===== src/rtl/fp_norm_round.sv =====
// rtl/fp_norm_round.sv - FP32 add/sub back end: normalise, round and pack with fflags
// One operation in flight; left normalisation walks SHIFT_STEP or 1 bit per cycle.
module fp_norm_round #(
    parameter int EXP_W      = 8,
    parameter int FRAC_W     = 23,
    parameter int SHIFT_STEP = 8
) (
    input  logic                    clk,
    input  logic                    reset,
    input  logic                    in_valid,
    output logic                    in_ready,
    input  logic                    sign_in,
    input  logic                    eff_sub_in,
    input  logic [EXP_W-1:0]        exp_in,
    input  logic [2*FRAC_W+1:0]     mantissa_in,
    input  logic                    carry_in,
    input  logic [2:0]              grs_in,
    input  logic [2:0]              rm_in,
    output logic                    out_valid,
    input  logic                    out_ready,
    output logic [EXP_W+FRAC_W:0]   result,
    output logic [4:0]              fflags
);

    localparam int MW  = 2*FRAC_W + 2;
    localparam int TOP = MW - 1;
    localparam int EW  = EXP_W + 2;
    localparam logic signed [EW-1:0] EMAX = EW'((1 << EXP_W) - 1);
    localparam logic signed [EW-1:0] EONE = EW'(1);
    localparam logic signed [EW-1:0] ESTEP = EW'(SHIFT_STEP);

    localparam logic [2:0] RM_RTZ = 3'b001;
    localparam logic [2:0] RM_RDN = 3'b010;
    localparam logic [2:0] RM_RUP = 3'b011;
    localparam logic [2:0] RM_RMM = 3'b100;

    typedef enum logic [1:0] {S_IDLE, S_NORM, S_ROUND, S_DONE} state_t;

    state_t                  state_q, state_d;
    logic [MW:0]             w_q, w_d;
    logic signed [EW-1:0]    e_q, e_d;
    logic                    stk_q, stk_d;
    logic                    sign_q, sign_d;
    logic [2:0]              rm_q, rm_d;
    logic [EXP_W+FRAC_W:0]   result_q, result_d;
    logic [4:0]              fflags_q, fflags_d;

    logic                    grs_unused;
    logic [EXP_W-1:0]        exp_clamp;

    logic [FRAC_W-1:0]       frac, frac_fin;
    logic                    g, r, s, nx, inc, norm, ovf, ovf_max, uf;
    logic [FRAC_W+1:0]       msum;
    logic signed [EW-1:0]    e_fin;
    logic [EXP_W-1:0]        exp_field;
    logic [EXP_W+FRAC_W:0]   rnd_res;

    assign grs_unused = ^grs_in[2:1];
    assign exp_clamp  = (exp_in == '0) ? EXP_W'(1) : exp_in;

    always_ff @(posedge clk) begin
        if (reset) begin
            state_q  <= S_IDLE;
            w_q      <= '0;
            e_q      <= '0;
            stk_q    <= 1'b0;
            sign_q   <= 1'b0;
            rm_q     <= '0;
            result_q <= '0;
            fflags_q <= '0;
        end else begin
            state_q  <= state_d;
            w_q      <= w_d;
            e_q      <= e_d;
            stk_q    <= stk_d;
            sign_q   <= sign_d;
            rm_q     <= rm_d;
            result_q <= result_d;
            fflags_q <= fflags_d;
        end
    end

    // Rounding datapath; only consumed in ROUND.
    always_comb begin
        frac = w_q[TOP-1 -: FRAC_W];
        g    = w_q[TOP-FRAC_W-1];
        r    = w_q[TOP-FRAC_W-2];
        s    = (|w_q[TOP-FRAC_W-3:0]) | stk_q;
        nx   = g | r | s;
        case (rm_q)
            RM_RTZ:  inc = 1'b0;
            RM_RDN:  inc = sign_q & nx;
            RM_RUP:  inc = ~sign_q & nx;
            RM_RMM:  inc = g;
            default: inc = g & (r | s | frac[0]);
        endcase
        msum = {1'b0, w_q[TOP], frac} + (FRAC_W+2)'(inc);
        if (msum[FRAC_W+1]) begin
            e_fin    = e_q + EONE;
            frac_fin = '0;
            norm     = 1'b1;
        end else begin
            // a denormal carrying into the hidden bit lands on exponent 1 here
            e_fin    = e_q;
            frac_fin = msum[FRAC_W-1:0];
            norm     = msum[FRAC_W];
        end
        ovf       = norm && (e_fin >= EMAX);
        exp_field = norm ? e_fin[EXP_W-1:0] : '0;
        case (rm_q)
            RM_RTZ:  ovf_max = 1'b1;
            RM_RDN:  ovf_max = ~sign_q;
            RM_RUP:  ovf_max = sign_q;
            default: ovf_max = 1'b0;
        endcase
        if (ovf && ovf_max)
            rnd_res = {sign_q, {{(EXP_W-1){1'b1}}, 1'b0}, {FRAC_W{1'b1}}};
        else if (ovf)
            rnd_res = {sign_q, {EXP_W{1'b1}}, {FRAC_W{1'b0}}};
        else
            rnd_res = {sign_q, exp_field, frac_fin};
        uf = ~ovf && (exp_field == '0) && nx;
    end

    always_comb begin
        state_d  = state_q;
        w_d      = w_q;
        e_d      = e_q;
        stk_d    = stk_q;
        sign_d   = sign_q;
        rm_d     = rm_q;
        result_d = result_q;
        fflags_d = fflags_q;
        case (state_q)
            S_IDLE: begin
                if (in_valid) begin
                    w_d    = {carry_in, mantissa_in};
                    e_d    = $signed({2'b00, exp_clamp});
                    stk_d  = grs_in[0];
                    sign_d = sign_in;
                    rm_d   = rm_in;
                    if (carry_in) begin
                        w_d     = {1'b0, carry_in, mantissa_in[TOP:1]};
                        stk_d   = grs_in[0] | mantissa_in[0];
                        e_d     = $signed({2'b00, exp_clamp}) + EONE;
                        state_d = S_ROUND;
                    end else if (mantissa_in == '0) begin
                        sign_d  = eff_sub_in ? (rm_in == RM_RDN) : sign_in;
                        state_d = S_ROUND;
                    end else if (mantissa_in[TOP]) begin
                        state_d = S_ROUND;
                    end else begin
                        state_d = S_NORM;
                    end
                end
            end
            S_NORM: begin
                if (w_q[TOP] || e_q == EONE) begin
                    state_d = S_ROUND;
                end else begin
                    if (w_q[TOP -: SHIFT_STEP] == '0 && e_q > ESTEP) begin
                        w_d = w_q << SHIFT_STEP;
                        e_d = e_q - ESTEP;
                    end else begin
                        w_d = w_q << 1;
                        e_d = e_q - EONE;
                    end
                    // leave as soon as the step itself reaches the target
                    if (w_d[TOP] || e_d == EONE)
                        state_d = S_ROUND;
                end
            end
            S_ROUND: begin
                result_d = rnd_res;
                fflags_d = {2'b00, ovf, uf, nx | ovf};
                state_d  = S_DONE;
            end
            S_DONE: begin
                if (out_ready)
                    state_d = S_IDLE;
            end
            default: state_d = S_IDLE;
        endcase
    end

    assign in_ready  = (state_q == S_IDLE);
    assign out_valid = (state_q == S_DONE);
    assign result    = result_q;
    assign fflags    = fflags_q;

endmodule

===== config.mk =====
export PLATFORM = sky130hd
export DESIGN_NAME = fp_norm_round
export DESIGN_NICKNAME = d
export VERILOG_FILES = /design/src/rtl/fp_norm_round.sv
export SDC_FILE = /design/constraint.sdc
export NUM_CORES = 1
export LEC_CHECK = 0
export CAP_MARGIN = 20
export CORE_MARGIN = 5
export CORE_UTILIZATION = 55
export CTS_CLUSTER_SIZE = 12
export DETAILED_ROUTE_END_ITERATION = 8
export GPL_ROUTABILITY_DRIVEN = 0
export PLACE_DENSITY = 0.77
export RECOVER_POWER = 100
export SKIP_CTS_REPAIR_TIMING = 1
export SLEW_MARGIN = 40
export SYNTH_ARGS = -nofsm -noshare
export SYNTH_HDL_FRONTEND = slang
export SYNTH_SLANG_ARGS = --single-unit

===== constraint.sdc =====
create_clock -name clk -period 5.75 [get_ports clk]
set_input_delay 0.8625 -clock clk [delete_from_list [all_inputs] [get_ports clk]]
set_output_delay 0.8625 -clock clk [all_outputs]
set_load 0.005 [all_outputs]

==> results of run 1 <==
[flip-flops by register name, summed over array words and instances, names as in the netlist]
register and flops:
e_q 10, fflags 3, result 32, rm_q 3, sign_q 1, state_q 2, stk_q 1, w_q 48
[worst paths after layout]
kind,start,end,slack (ns),cells after the start
setup / recovery,w_q[0],result[23],0.88,15
hold / removal,fflags[1],fflags[1],0.47,2
setup reg to reg,w_q[0],result[23],0.88,15
hold reg to reg,fflags[1],fflags[1],0.47,2
[final cells by class]
class                      instances  area, um^2  area share (%)
timing repair buffer             114        1130            13.8
clock buffer                      11         243            2.98
clock inverter                     5        43.8           0.537
tap                              168         210            2.58
multi-input combinational        708        4470            54.9
sequential                       100        2000            24.6
inverter                          14        52.6           0.645
[stage by stage]
| stage | hold slack, ns | instances | util [%] | setup slack (ns) |
|---|---|---|---|---|
| final | 0.469 | 1120 | 67.3 | 0.882 |
| after global routing | 0.490 | 1120 | 67.3 | 0.667 |
| after CTS | 0.476 | 1119 | 67.5 | 1.22 |
| after detailed placement | 0.466 | 1103 | 65.1 | 1.23 |
| after global placement | 0.456 | 1101 | 64.8 | 1.34 |
| after floorplan | 0.457 | 904 | - | 2.25 |
[logic make-up after synthesis]
group,after synthesis,share of synthesized area (%)
compound gates,255,24.8
other cells,1,0.0546
mux,52,7.68
fa+ha+maj,12,2.18
simple gates,348,25.4
flops,100,29.1
xor+xnor,39,4.97
buf+inv,96,5.81
[layer usage]
layer  global-route usage, %  vias to the layer above  routed length, um
li1                        -                     3388                  -
met3                    3.90                       44               1130
met1                    33.1                     3217               8570
met2                    42.9                      242               8880
met5                       0                        -                  0
met4                    11.3                        0                506
[power breakdown]
part           switching (mW)  total, mW  internal, mW
combinational           0.991       1.81         0.820
sequential              0.289       1.20         0.913
clock                   0.279      0.590         0.312
total                    1.56       3.60          2.04
[cells in the mapped netlist, types with 19 or more instances]
cell | instances | area (um^2)
nor4_1 | 26 | 163
mux2i_1 | 49 | 490
o21ai_0 | 19 | 95.1
nand2_1 | 78 | 293
a21oi_1 | 79 | 395
nor3_1 | 21 | 105
dfxtp_1 | 100 | 2000
nor2_1 | 102 | 383
nor2b_1 | 43 | 269
xnor2_1 | 26 | 228
clkbuf_1 | 56 | 210
a211oi_1 | 108 | 811
[critical path: stages, from the launching register on]
cell      delay (ns)
dfxtp_1         0.34
nor4_1          0.52
and4_1          0.28
nand3_1         0.22
nor3_1          0.24
nor3_1          0.09
ha_1            0.24
ha_1            0.22
nand3_1         0.23
or2_0           0.43
nor3_1          0.28
o2111a_1        0.29
a211oi_1        0.19
clkbuf_1        0.57
mux2_2          0.41
a211oi_1        0.22
==> run_results.csv, run 1 <==
group,metric,value,unit
run_status,violations,"max-capacitance violations, max-slew violations",
run_status,status,"finished with violations",
global_routing,track_usage,25.8,%
die,start_util,56.7,%
placed_design,place_hpwl,14.2,mm
sta,period_needed,4.87,ns
sta,hold_viol,0,
die,fp.coreArea,12100,um^2
critical_path,end_kind,"flip-flop",
critical_path,critPathKind,"flip-flop to flip-flop",
layout,layout_commonest_cell,"a211oi_1",
layout,design_area,8150,um^2
die,rows,40,
layout,final_nets,1028,
critical_path,cp_data_required_time,6.01,ns
clock_tree,cts_tree,"yes",
clock_tree,numCtsBuffers,9,
layout,final_cell_mix,"a211oi_1, nor2_1, dfxtp_1",
yosys,syn_area_per_cell,7.61,um^2
layout,diodes,0,
drt,drt_wl_total,19.1,mm
die,dieArea,14800,um^2
yosys,synth_area,6870,um^2
min_path,hp-class,"flip-flop to flip-flop",
sta,setup_tns,0,ns
power_and_ir_drop,leakagePower,2.81,nW
yosys,synth-async-reset-ratio,0,%
global_routing,grt_max_degree,114,
global_routing,grt.overflow.total,0,
drt,drt_first_pass_iters,5,
sta,report.final.slew_viol_count,163,
global_routing,grt_first_pass_wirelength,31.3,mm
drt,ant_nets,0,
yosys,synthFlopType,"dfxtp_1",
yosys,syn_inst,903,
die,die_w,122,um
die,die_height,122,um
sta,clock.fmax,205,MHz
drt,routedWlPerCell,17.0,um
clock_tree,cts_root_buf,"clkbuf_16",
critical_path,crit_arrival,5.12,ns
sta,skew,0.00821,ns
placed_design,portBuffers,103,
clock_tree,clk_path_buf_depth,2,
clock_tree,cts-htree-levels,3,
drt,drc,0,
sta,setup_viol,0,
power_and_ir_drop,vdd_drop_max,193,uV
drt,vias_per_cell,6.15,
yosys,synth_cell_types,71,
placed_design,placed_area,7890,um^2
sta,slew_headroom,-65.7,%
drt,vias,6891,
clock_tree,cts_num_sinks,100,
drt,drt-initial-drc-count,549,
critical_path,cp_max_fo,14,
yosys,synth_seq_cells,100,
global_routing,antenna_found_initial,0,
layout,n_fill_cell,1073,
yosys,synth-edff-count,0,
layout,area_delta_synth_final,18.6,%
sta,grt_setup_unrepaired,"false",
clock_tree,insertion_delay,0.35,ns
die,io_pins,108,
yosys,yosys_warnings,0,
clock_tree,clk_pin_slew_worst_paths,0.07,ns
global_routing,grt_pass1_vias,6556,
layout,drive_gt1_share,3.68,%
critical_path,startpoint_type,"flip-flop",
power_and_ir_drop,total_power,3.60,mW
power_and_ir_drop,p_per_area,442,nW/um^2
run,maxCapViolations,3,
sta,finalCritPeriodShare,84.7,%
yosys,yosysSeqAreaShare,29.1,%
sta,worstMarginPinSlew,2.48,ns
Note: power is estimated with default switching activity, not from simulation.
==> run 2, diff against run 1 <==
- CORE_UTILIZATION: 55 -> 50
- PLACE_DENSITY: 0.77 -> 0.74
- clock period: 5.75 -> 4.45 ns (I/O delays scaled with it)
==> run 2 against run 1 <==
Compared with the run above: critical path type unchanged; sequential power is 29% higher; clock power is 34% higher; die area is 9.2% higher; total power is 28% higher; first-iteration DRC count is 19% lower; largest power group unchanged; the run still ends with max-capacitance violations, max-slew violations left; combinational power is 27% higher; sequential cell count stayed put.
==> run_results.csv, run 2 (synthesis gave the netlist of run 1 again) <==
group,metric,value,unit
sta,slew_headroom,-30.5,%
die,die_height,127,um
clock_tree,numCtsBuffers,9,
run_status,violations,"max-capacitance violations, max-slew violations",
sta,hold_viol,0,
clock_tree,cts-htree-levels,3,
layout,final_cell_mix,"a211oi_1, nor2_1, dfxtp_1",
clock_tree,clk_path_buf_depth,2,
layout,multi_input_area,4490,um^2
sta,report.final.slew_viol_count,68,
placed_design,portBuffers,103,
critical_path,critPathKind,"flip-flop to flip-flop",
die,start_util,51.5,%
die,io_pins,108,
placed_design,place_hpwl,13.3,mm
power_and_ir_drop,leakagePower,2.83,nW
min_path,hp-class,"flip-flop to flip-flop",
critical_path,critical-path-slowest-cell,"nor4_1",
layout,largest_reg_flops,48,
power_and_ir_drop,vdd_drop_max,303,uV
global_routing,grt.overflow.total,0,
drt,ant_nets,0,
critical_path,startpoint_type,"flip-flop",
sta,clock.fmax,244,MHz
clock_tree,clk_pin_slew_worst_paths,0.07,ns
placed_design,dp_slack,0.390,ns
layout,design_area,8180,um^2
clock_tree,insertion_delay,0.35,ns
sta,finalCritPeriodShare,92.3,%
sta,period_needed,4.11,ns
power_and_ir_drop,p_per_area,565,nW/um^2
sta,setup_viol,0,
drt,vias_per_cell,5.90,
clock_tree,cts_num_sinks,100,
drt,drt_wl_total,18.5,mm
layout,top_register,"w_q",
critical_path,critical_path.cell_chain,"nor4_1 > and4_1 > nand3_1 > nor3_1 > nor3_1 > ha_1 > ha_1 > nand3_1 > nor4_1 > and4_1 > or4_1 > a211oi_2 > mux2_2 > a211oi_1",
critical_path,crit_path_max_incr_delay,0.46,ns
run,maxCapViolations,2,
drt,drt-initial-drc-count,443,
sta,skew,0.00523,ns
global_routing,grt_max_degree,114,
die,dieArea,16200,um^2
critical_path,crit_arrival,4.37,ns
die,rows,42,
run_status,status,"finished with violations",
global_routing,antenna_found_initial,0,
clock_tree,cts_tree,"yes",
layout,area_delta_synth_final,19.1,%
sta,grt_setup_unrepaired,"false",
placed_design,placed_area,7910,um^2
critical_path,cp_data_required_time,4.72,ns
drt,routedWlPerCell,16.4,um
die,fp.coreArea,13300,um^2
layout,register_area,2000,um^2
die,die_w,127,um
drt,drc,0,
sta,setup_tns,0,ns
layout,n_fill_cell,1288,
sta,worst_slack,0.344,ns
drt,vias,6665,
layout,final_nets,1029,
sta,worstMarginPinSlew,1.96,ns
layout,diodes,0,
critical_path,end_kind,"flip-flop",
layout,layout_commonest_cell,"a211oi_1",
clock_tree,cts_root_buf,"clkbuf_16",
global_routing,track_usage,22.6,%
global_routing,grt_pass1_vias,5951,
drt,drt_first_pass_iters,5,
global_routing,grt_first_pass_wirelength,30.4,mm
critical_path,cp_max_fo,6,
layout,drive_gt1_share,4.62,%
run 2: worst max-delay path: cells and delay by family (launching register included):
family / cells / cell delay, ns
AND/OR/NAND/NOR: 9 / 2.24
AO/OA/AOI/OAI: 2 / 0.60
adder cells (fa/ha/maj): 2 / 0.45
multiplexers: 1 / 0.39
flip-flops: 1 / 0.34
run 2: path summary, 6_finish.rpt:
path | cells after the start | startpoint | endpoint | slack [ns]
setup reg to reg | 14 | w_q[0] | result[23] | 0.34
setup / recovery | 14 | w_q[0] | result[23] | 0.34
hold / removal | 2 | fflags[1] | fflags[1] | 0.48
hold reg to reg | 2 | fflags[1] | fflags[1] | 0.48
run 2: power breakdown:
part	switching, mW	internal, mW	leakage (nW)
clock	0.381	0.408	0.148
combinational	1.26	1.03	1.87
sequential	0.367	1.18	0.821
total	2.01	2.62	2.83
run 2: metrics by stage:
step,std cells,hold WS [ns],power [mW],util (%)
floorplan,904,0.457,3.14,-
global placement,1113,0.462,3.87,59.2
detailed placement,1113,0.470,3.91,59.3
CTS,1129,0.482,4.70,61.5
global route,1129,0.512,4.98,61.3
finish,1129,0.478,4.62,61.3
run 2: per-layer routing:
metal	share of wire (%)	global-route usage (%)	routed length (um)	vias to the layer above
li1	-	-	-	3394
met1	49	32.6	8990	3064
met2	45	35.2	8250	185
met3	5.0	2.92	934	22
met4	1.8	7.19	327	0
met5	0	0	0	-
run 2: area by class of cell:
type | count | area share (%)
Clock buffer | 10 | 2.92
Clock inverter | 6 | 0.657
Inverter | 14 | 0.642
Multi-Input combinational cell | 708 | 54.9
Sequential cell | 100 | 24.5
Tap cell | 176 | 2.69
Timing Repair Buffer | 115 | 13.7
==> run 3, diff against run 2 <==
- TNS_END_PERCENT: default -> 100
==> results of run 3 <==
Same layout as run 2: the final DEF is identical, and so are final timing and power.
==> RTL edit 1: new RTL, config.mk and constraints of run 2 <==
Reset style: asynchronous (`reset`), changed in one clocked block.
--- a/src/rtl/fp_norm_round.sv
+++ b/src/rtl/fp_norm_round.sv
@@ -58,7 +58,7 @@
     assign grs_unused = ^grs_in[2:1];
     assign exp_clamp  = (exp_in == '0) ? EXP_W'(1) : exp_in;
 
-    always_ff @(posedge clk) begin
+    always_ff @(posedge clk or posedge reset) begin
         if (reset) begin
             state_q  <= S_IDLE;
             w_q      <= '0;
Behaviour: differs if reset is asserted again (counterexample within 4 cycles, from zero or initial values and one cycle with reset high); with reset held inactive, the same outputs for 4 cycles.
==> RTL edit 1 against run 2 <==
The flow still finishes with violations (capacitance limit, slew limit); core utilization down 0.24 points; final cell count increased by 0.62%; clock power up 0.5%; wire length is 2.7% higher; worst setup slack better by 0.025 ns; sequential share of layout area is 5.2 points higher; total power increased by 11%; sequential cell count unchanged; non-clock buffer count grew 4; final area rose by 3.2%; area after synthesis grew 2.5%.
==> RTL edit 1: results <==
{
  "clk_path_buf_depth": 2,
  "drive_gt1_share_pct": 5.13,
  "io_buffers": 103,
  "crit_end": "result[9]",
  "cp_max_fo": 23,
  "r2r_cells": 15,
  "p_comb_share_pct": 47.7,
  "wl_met2_mm": 8.33,
  "met3_usage_pct": 3.03,
  "avgSynthCellArea_um2": 7.91,
  "ys_top_cells_by_area": "dfrtp_1, nand2_1, mux2i_1",
  "post-place-ws_ns": 0.307,
  "vdd_drop_max_mv": 0.443,
  "m1WireLength_mm": 9.08,
  "hold_end": "result[12]",
  "top_usage_layer": "met1",
  "placed_area_mm2": 0.00817,
  "rrSetupSlack_ns": 0.37,
  "vias": 6718,
  "cap_violations": 4,
  "met1_usage_pct": 35.4,
  "violations": "capacitance limit, slew limit",
  "dp_cells": 1120,
  "hold_depth": 1,
  "hp-start": "result[12]",
  "met3_length_mm": 1.34,
  "slew_headroom_pct": -46.2,
  "first_iter_violations": 686,
  "drv_slew": 237,
  "met2_usage_pct": 34.4,
  "viasPerCell": 5.91,
  "status": "complete, but fails checks",
  "pwr-share-seq_pct": 36.9,
  "power_leakage_nw": 3.58,
  "root_buffer": "clkbuf_16",
  "seq_cell_power_w": 0.00190,
  "synth_flop_cell": "dfrtp_1",
  "async_flop_share_pct": 100,
  "skew_ns": 0.00979,
  "grt_pass1_vias": 6224,
  "grt_usage_pct": 23.1,
  "crit_path_max_incr_delay_ns": 0.48,
  "crit_slowest_cell": "nor4_1",
  "wl_mm": 19.0,
  "seq_area_frac_synth_pct": 35.5,
  "power.internal_w": 0.00291,
  "whs_ns": 0.487,
  "synth.distinct_cells": 61,
  "grt_pass1_wl_mm": 31.5,
  "min_path_type": "flip-flop to flip-flop",
  "finalCriticalPeriod_ns": 4.08,
  "worstSetupStartpoint": "w_q[0]",
  "synth_common_cells": "nand2_1, dfrtp_1, a21oi_1",
  "dp_hpwl_mm": 13.8,
  "first_pass_iters": 5,
  "cp.arrival_ns": 4.36,
  "fin_nets": 1032
}
==> RTL edit 1: final cells by class <==
cell class                      instances  area (µm²)
Multi-Input combinational cell        706        4220
Fill cell                            1236        5380
Sequential cell                       100        2500
Tap cell                              180         225
Inverter                               15        57.6
Clock buffer                           16         302
Timing Repair Buffer                  119        1130
==> RTL edit 1: logic make-up after synthesis <==
group	after synthesis	synth area share, %
AO/OA/AOI/OAI	237	20.8
XOR/XNOR	43	5.34
adder cells (fa/ha/maj)	13	2.27
buffers and inverters	86	5.11
flip-flops	100	35.5
multiplexers	49	7.10
other	1	0.0532
AND/OR/NAND/NOR	362	23.8
==> RTL edit 1: critical path: cells and delay by family, from the launching register on <==
family / cells / cell delay, ns
compound gates: 5 / 1.24
fa+ha+maj: 3 / 0.75
flops: 1 / 0.42
simple gates: 7 / 1.59
==> RTL edit 2: new RTL, settings of run 2 <==
Made on the original files. `SHIFT_STEP`: 8 -> 12.
--- a/src/rtl/fp_norm_round.sv
+++ b/src/rtl/fp_norm_round.sv
@@ -3,7 +3,7 @@
 module fp_norm_round #(
     parameter int EXP_W      = 8,
     parameter int FRAC_W     = 23,
-    parameter int SHIFT_STEP = 8
+    parameter int SHIFT_STEP = 12
 ) (
     input  logic                    clk,
     input  logic                    reset,
Behaviour: not the same (Yosys sat finds a counterexample within 4 cycles, from zero or initial values and one cycle with reset high).
==> RTL edit 2 against run 2 <==
Sequential cell count unchanged; worst setup slack better by 0.31 ns; wire length down 0.84%; sequential share of layout area up 0.53 points; final area down 2.1%; critical endpoint is now result[5]; critical path type unchanged; first-iteration DRC count up 1.8%; area after synthesis down 2.3%; total power up 12%; die area down 2.1%; non-clock buffer count down 2; the run still ends with capacitance limit, slew limit left; count of clock-buffer cells in the layout up 2.
==> RTL edit 2: results <==
{
  "status": "complete, but fails checks",
  "violations": "capacitance limit, slew limit",
  "hold_end": "result[23]",
  "finalCriticalPeriod_ns": 3.80,
  "grt_usage_pct": 22.6,
  "cp.arrival_ns": 4.01,
  "ys_top_cells_by_area": "dfxtp_1, a211oi_1, nor2_1",
  "met1_usage_pct": 30.9,
  "post-place-ws_ns": 0.724,
  "synth_common_cells": "nor2_1, dfxtp_1, a211oi_1",
  "dp_cells": 1093,
  "n_fill_cell": 1250,
  "placed_area_mm2": 0.00772,
  "synth.distinct_cells": 63,
  "root_buffer": "clkbuf_16",
  "num-multi-input-gates": 688,
  "wl_per_cell_um": 16.5,
  "hp-start": "result[23]",
  "cap_violations": 1,
  "dr.max_layer_used": "met4",
  "dp_hpwl_mm": 13.4,
  "grt_max_degree": 61,
  "viasPerCell": 5.89,
  "multi_input_area_share_pct": 53.8,
  "power_leakage_nw": 2.73,
  "avgSynthCellArea_um2": 7.58,
  "seq_area_share_pct": 25.0,
  "slew_headroom_pct": -80.5,
  "crit_end": "result[5]",
  "wl_met2_mm": 8.63,
  "met3_usage_pct": 3.60,
  "inverters": 17,
  "crit_slowest_cell": "or3_1",
  "vdd_drop_max_mv": 0.316,
  "grt_pass1_vias": 6032,
  "buffers": 113,
  "buffer_area_share_pct": 13.9,
  "seq_area_frac_synth_pct": 29.8,
  "first_iter_violations": 451,
  "met3_length_mm": 1.01,
  "io_buffers": 103,
  "final_common_cell": "nor2_1",
  "hold_depth": 2,
  "r2r_start": "w_q[3]",
  "fin_area_mm2": 0.00801,
  "rows": 42,
  "cp_max_fo": 10,
  "grt_pass1_wl_mm": 30.0,
  "skew_ns": 0.00938,
  "fin_nets": 1009,
  "worstSetupStartpoint": "w_q[3]",
  "drive_gt1_share_pct": 4.60,
  "clockBufferCount": 12,
  "r2r_cells": 16,
  "wl_mm": 18.3,
  "whs_ns": 0.469,
  "top_register": "w_q",
  "drv_slew": 60,
  "m1WireLength_mm": 8.46
}
==> RTL edit 2: cell count changes after synthesis, moves of 10 or more <==
cell | run 2 | this run
buf_2 | 14 | 25
mux2i_1 | 49 | 38
o22ai_1 | 15 | 2
nor2_1 | 102 | 112
nand2_1 | 78 | 66
nand3_1 | 10 | 20
o211ai_1 | 4 | 25
a211oi_1 | 108 | 90
==> RTL edit 2: logic make-up (layout without fill, tap and decap cells) <==
family,Yosys count,after routing,synth area share (%)
other,1,2,0.0559
buffers and inverters,99,146,6.13
AOI/OAI and AO/OA,247,247,24.8
adders and majority gates,11,11,2.05
muxes,38,38,5.67
DFF,100,100,29.8
and+or+nand+nor,348,348,26.0
xor gates and xnor gates,42,42,5.48
==> RTL edit 2: where the power goes <==
group	switching, W	internal, W
Sequential	0.000488	0.00120
Combinational	0.00159	0.00111
Clock	0.000346	0.000427
